File: config.mk
export PLATFORM = sky130hd
export DESIGN_NAME = psum_rd_seq
export DESIGN_NICKNAME = d
export VERILOG_FILES = /design/src/rtl/psum_rd_seq_pkg.sv /design/src/rtl/psum_rd_seq_onehot_dec.sv /design/src/rtl/psum_rd_seq.sv
export SDC_FILE = /design/constraint.sdc
export NUM_CORES = 1
export LEC_CHECK = 0
export CAP_MARGIN = 20
export CORE_MARGIN = 4
export CORE_UTILIZATION = 35
export CTS_CLUSTER_DIAMETER = 60
export DETAILED_ROUTE_END_ITERATION = 10
export HOLD_SLACK_MARGIN = 0.05
export PLACE_DENSITY = 0.67
export SYNTH_ARGS = -nofsm -noshare
export SYNTH_HDL_FRONTEND = slang
export SYNTH_SLANG_ARGS = --single-unit
File: constraint.sdc
create_clock -name CLK -period 2.4 [get_ports CLK]
set_input_delay 0.48 -clock CLK [delete_from_list [all_inputs] [get_ports CLK]]
set_output_delay 0.48 -clock CLK [all_outputs]
set_load 0.01 [all_outputs]
File: src/rtl/psum_rd_seq_pkg.sv
// Shared definitions for the partial-sum read-out sequencer.
// Bank count, address width and FSM state encoding.
package psum_rd_seq_pkg;

    localparam int PE_COL      = 32;
    localparam int BIT_PSUM    = 32;
    localparam int PSUM_ADDR_W = 8;

    typedef enum logic [1:0] {
        PRS_IDLE = 2'd0,
        PRS_RUN  = 2'd1,
        PRS_DONE = 2'd2
    } prs_state_e;

endpackage

File: src/rtl/psum_rd_seq_onehot_dec.sv
// Binary index to one-hot decoder with enable; all-zero when disabled.
// Also usable by the psum write path.
module onehot_dec #(
    parameter int N = 32,
    parameter int W = $clog2(N)
) (
    input  logic [W-1:0] idx_i,
    input  logic         en_i,
    output logic [N-1:0] oh_o
);

    always_comb begin
        oh_o = '0;
        for (int i = 0; i < N; i++) begin
            oh_o[i] = en_i && (idx_i == W'(i));
        end
    end

endmodule

File: src/rtl/psum_rd_seq.sv
// Walks a block of psum rows across all banks, one one-hot bank read
// per beat, bank as the inner loop and row as the outer loop.
module psum_rd_seq
    import psum_rd_seq_pkg::*;
#(
    parameter int N_BANK = PE_COL,
    parameter int ADDR_W = PSUM_ADDR_W
) (
    input  logic              CLK,
    input  logic              RST,
    input  logic              i_Start,
    input  logic [ADDR_W-1:0] i_Base_Addr,
    input  logic [ADDR_W:0]   i_Num_Rows,
    input  logic              i_Stall,
    output logic [N_BANK-1:0] o_Psram_En,
    output logic [ADDR_W-1:0] o_Psram_Addr,
    output logic              o_Valid_WB_Psum,
    output logic              o_Busy,
    output logic              o_Done
);

    localparam int BW    = $clog2(N_BANK);
    localparam int ROW_W = ADDR_W + 1;

    prs_state_e        state_q, state_d;
    logic [BW-1:0]     bank_q, bank_d;
    logic [ROW_W-1:0]  row_q, row_d;
    logic [ROW_W-1:0]  nrows_q, nrows_d;
    logic [ADDR_W-1:0] addr_q, addr_d;
    logic              beat;

    always_ff @(posedge CLK) begin
        if (RST) begin
            state_q <= PRS_IDLE;
            bank_q  <= '0;
            row_q   <= '0;
            nrows_q <= '0;
            addr_q  <= '0;
        end else begin
            state_q <= state_d;
            bank_q  <= bank_d;
            row_q   <= row_d;
            nrows_q <= nrows_d;
            addr_q  <= addr_d;
        end
    end

    always_comb begin
        state_d = state_q;
        bank_d  = bank_q;
        row_d   = row_q;
        nrows_d = nrows_q;
        addr_d  = addr_q;
        beat    = 1'b0;
        o_Busy  = 1'b0;
        o_Done  = 1'b0;
        unique case (state_q)
            PRS_IDLE: begin
                if (i_Start) begin
                    nrows_d = i_Num_Rows;
                    addr_d  = i_Base_Addr;
                    bank_d  = '0;
                    row_d   = '0;
                    state_d = (i_Num_Rows != '0) ? PRS_RUN : PRS_DONE;
                end
            end
            PRS_RUN: begin
                o_Busy = 1'b1;
                beat   = !i_Stall;
                if (beat) begin
                    if (bank_q == BW'(N_BANK - 1)) begin
                        bank_d = '0;
                        row_d  = row_q + ROW_W'(1);
                        addr_d = addr_q + ADDR_W'(1);
                        if (row_q == nrows_q - ROW_W'(1)) begin
                            state_d = PRS_DONE;
                        end
                    end else begin
                        bank_d = bank_q + BW'(1);
                    end
                end
            end
            PRS_DONE: begin
                o_Busy  = 1'b1;
                o_Done  = 1'b1;
                state_d = PRS_IDLE;
            end
            default: state_d = PRS_IDLE;
        endcase
    end

    onehot_dec #(
        .N (N_BANK),
        .W (BW)
    ) u_dec (
        .idx_i (bank_q),
        .en_i  (beat),
        .oh_o  (o_Psram_En)
    );

    assign o_Psram_Addr    = addr_q;
    assign o_Valid_WB_Psum = beat;

endmodule
==> results.json <==
{
  "outcome": "finished clean",
  "globalplace.congestion": 0.8262,
  "rr_worst_depth": 9,
  "cp-end-kind": "output port",
  "slew_headroom_pct": 71.08,
  "cp_max_fo": 5,
  "seqPwrFrac_pct": 30.2,
  "synth_nets": 331,
  "timing.hold.worst.start": "nrows_q[8]",
  "syn_area_mm2": 0.002218,
  "groute.usage.overall_pct": 15.54,
  "synthArstFlopShare_pct": 0,
  "critPathKind": "reg2out",
  "ir_drop_uv": 439.4,
  "cts_tree": "done",
  "post_cts_buffers": 0,
  "dpl.hpwl_um": 4502,
  "comb_power_share_pct": 48.3,
  "fmaxAchievable_mhz": 437.6,
  "coreArea_mm2": 0.006026,
  "power_density_mw_per_mm2": 817.0,
  "synth_warnings": 0,
  "crit-reg2reg-launch": "bank_q[1]",
  "initial_core_util_pct": 36.81,
  "wl_um": 5830,
  "drtIter0Drc": 79,
  "placementRows": 28,
  "grt_antenna_before_repair": 0,
  "hold_viol": 0,
  "final_nets": 401,
  "r2r_setup_slack_ps": 140,
  "tightest_slew_ps": 429.8,
  "ys.flop_type": "dfxtp_1",
  "p_int_mw": 1.560,
  "hp-class": "reg2reg",
  "ys_seq_area_share_pct": 29.78,
  "clkLatencyLatePin_ps": 280,
  "fin_crit_sh_pct": 95.22,
  "crit_start": "state_q[1]",
  "synth.distinct_cells": 53,
  "pin_count": 64,
  "start_kind": "flop",
  "clockBufferDepth": 2,
  "antenna_cells": 0,
  "layout_min_cycle_time_ps": 2285,
  "fin_skew_ps": 8.970,
  "min_path_cells": 2,
  "grt_pass1_wl_um": 9687,
  "min_to": "nrows_q[8]",
  "die_area_mm2": 0.007676,
  "max-cap-violations": 0,
  "p_clk_share_pct": 21.5,
  "placed_area_mm2": 0.002982,
  "cts.clk_slew.worst_paths_ps": 70,
  "finalInstanceArea_mm2": 0.003092,
  "synth_area_per_cell_um2": 7.444,
  "fp.dieH_um": 87.61,
  "crit_required_ps": 1920,
  "grt_pass1_vias": 2161,
  "p_sw_share_pct": 38.25,
  "fill_cells": 613,
  "setup_viol": 0,
  "synth-edff-count": 0,
  "grt_start_max_net_pins": 23,
  "postSynthCellCount": 298,
  "cts_made_buffers": 5,
  "leakagePower_nw": 1.279,
  "r2r-end": "state_q[0]",
  "cts_sinks": 33,
  "port_buffers": 63,
  "h-tree-depth": 2,
  "via_per_inst": 5.065,
  "ys_seq_elements": 33,
  "hold-worst-slack_ps": 481.7,
  "globalRouteOverflowTotal": 0,
  "firstDrtPassIters": 4,
  "wire_per_inst_um": 13.13,
  "drive_above_1_share_pct": 13.01,
  "detail-route-antenna-nets": 0,
  "drc": 0,
  "final-max-slew-violation-count": 0,
  "cp.arrival_ps": 1810,
  "cts_root_buf": "clkbuf_8",
  "die_w_um": 87.61,
  "via_count": 2249,
  "hold_buffers": 0,
  "areaGrowthSynthToFinish_pct": 39.37,
  "power_switching_mw": 0.9660
}
==> power groups by stage <==
| stage | Sequential (mW) | Combinational [mW] | Clock, mW |
|---|---|---|---|
| after CTS | 0.763 | 1.21 | 0.556 |
| after global placement | 0.772 | 1.19 | 0 |
| after floorplan | 0.769 | 0.793 | 0 |
| after detailed placement | 0.773 | 1.21 | 0 |
| after global routing | 0.782 | 1.36 | 0.581 |
| final | 0.762 | 1.22 | 0.544 |
==> worst max-delay path by stage <==
stage / endpoint / cells after the start
5_1_grt: o_Psram_En[17] / 8
6_report: o_Psram_En[12] / 8
3_3_place_gp: o_Psram_En[8] / 6
3_5_place_dp: o_Psram_En[8] / 6
2_1_floorplan: state_q[0] / 9
4_1_cts: o_Psram_En[8] / 8
==> metrics by stage <==
| step | worst slack [ps] | total power, mW | std cells | util (%) | TNS, ps |
|---|---|---|---|---|---|
| floorplan | 301.1 | 1.562 | 298 | - | 0 |
| CTS | 99.25 | 2.532 | 443 | 50.83 | 0 |
| detailed placement | -145.1 | 1.979 | 435 | 49.48 | -2861 |
| finish | 114.7 | 2.526 | 444 | 51.31 | 0 |
| global route | -10.69 | 2.724 | 444 | 51.31 | -45.24 |
| global placement | -117.1 | 1.963 | 435 | 49.48 | -2291 |
==> placed cells by master (no fill, tap or decap), types with 3 or more instances in the layout <==
cell type / instances
and2_1: 3
xnor2_1: 8
or3_1: 4
clkbuf_8: 6
clkdlybuf4s50_1: 30
a21oi_1: 15
nor2_1: 50
xor2_1: 11
nor3_1: 9
dfxtp_1: 33
clkdlybuf4s15_1: 11
mux2i_1: 3
and3_1: 4
ha_1: 11
clkbuf_2: 5
inv_1: 10
buf_4: 15
nand2_1: 43
o21ai_0: 9
a22oi_1: 8
dlygate4sd2_1: 16
nor2b_1: 3
nand4_1: 4
nand3_2: 3
nand3_1: 5
nand2b_1: 5
==> critical path, cell delays in order, from the launching register on <==
cell,delay [ps]
dfxtp_1,320
inv_1,110
ha_2,200
inv_2,70
nor3_2,170
buf_4,150
nand2_1,110
nor2_1,100
dlygate4sd2_1,290
==> flip-flops by register name, indices dropped and copies added (netlist names) <==
name,flops
nrows_q,9
row_q,9
bank_q,5
o_Psram_Addr,8
state_q,2
==> synthesized netlist by cell type, drive strengths merged (3+ instances only) <==
master | number | area, um^2
mux2i | 3 | 30.03
and3 | 4 | 25.02
and2 | 3 | 18.77
a211oi | 3 | 32.53
nor3 | 10 | 50.05
a21oi | 15 | 75.07
nor4 | 3 | 25.02
buf | 4 | 28.78
dfxtp | 33 | 660.6
o21ai | 11 | 55.05
xor2 | 11 | 96.34
nand3 | 8 | 40.04
nor2 | 52 | 197.7
a22oi | 8 | 60.06
xnor2 | 8 | 70.07
or3 | 4 | 25.02
nand2 | 43 | 161.4
nand2b | 5 | 31.28
nand4 | 5 | 37.53
inv | 11 | 41.29
ha | 12 | 150.1
nor2b | 3 | 18.77
clkbuf | 12 | 45.04
==> cell type report <==
class / count / area [um^2] / area share (%)
clock buffer: 7 / 86.33 / 2.792
inverter: 11 / 41.29 / 1.335
multi-input combinational: 238 / 1468 / 47.47
timing repair buffer: 79 / 711.9 / 23.03
sequential: 33 / 660.6 / 21.37
tap: 75 / 93.84 / 3.035
clock inverter: 1 / 30.03 / 0.9713
==> routing by layer <==
metal | vias up | wire, um | GRT usage, %
li1 | 1161 | - | -
met1 | 1045 | 2590 | 18.99
met2 | 35 | 2952 | 27.19
met3 | 8 | 216 | 3.575
met4 | 0 | 70 | 4.463
met5 | - | 0 | 0
==> logic make-up (layout without fill, tap and decap cells) <==
| group | after synthesis | count (layout) | share of synthesized area, % |
|---|---|---|---|
| adder cells (fa/ha/maj) | 12 | 12 | 6.768 |
| flip-flops | 33 | 33 | 29.78 |
| multiplexers | 3 | 3 | 1.354 |
| buffers and inverters | 27 | 98 | 5.189 |
| XOR/XNOR | 19 | 19 | 7.501 |
| AO/OA/AOI/OAI | 53 | 53 | 16.41 |
| AND/OR/NAND/NOR | 151 | 151 | 32.99 |
==> what timing repair did <==
action | in CTS | in global routing
cloned | 0 | 1
resized for setup | 33 | 27
pin swaps | 0 | 1
setup endpoints to repair | 31 | 22
Power figures use the tool's default switching activity.
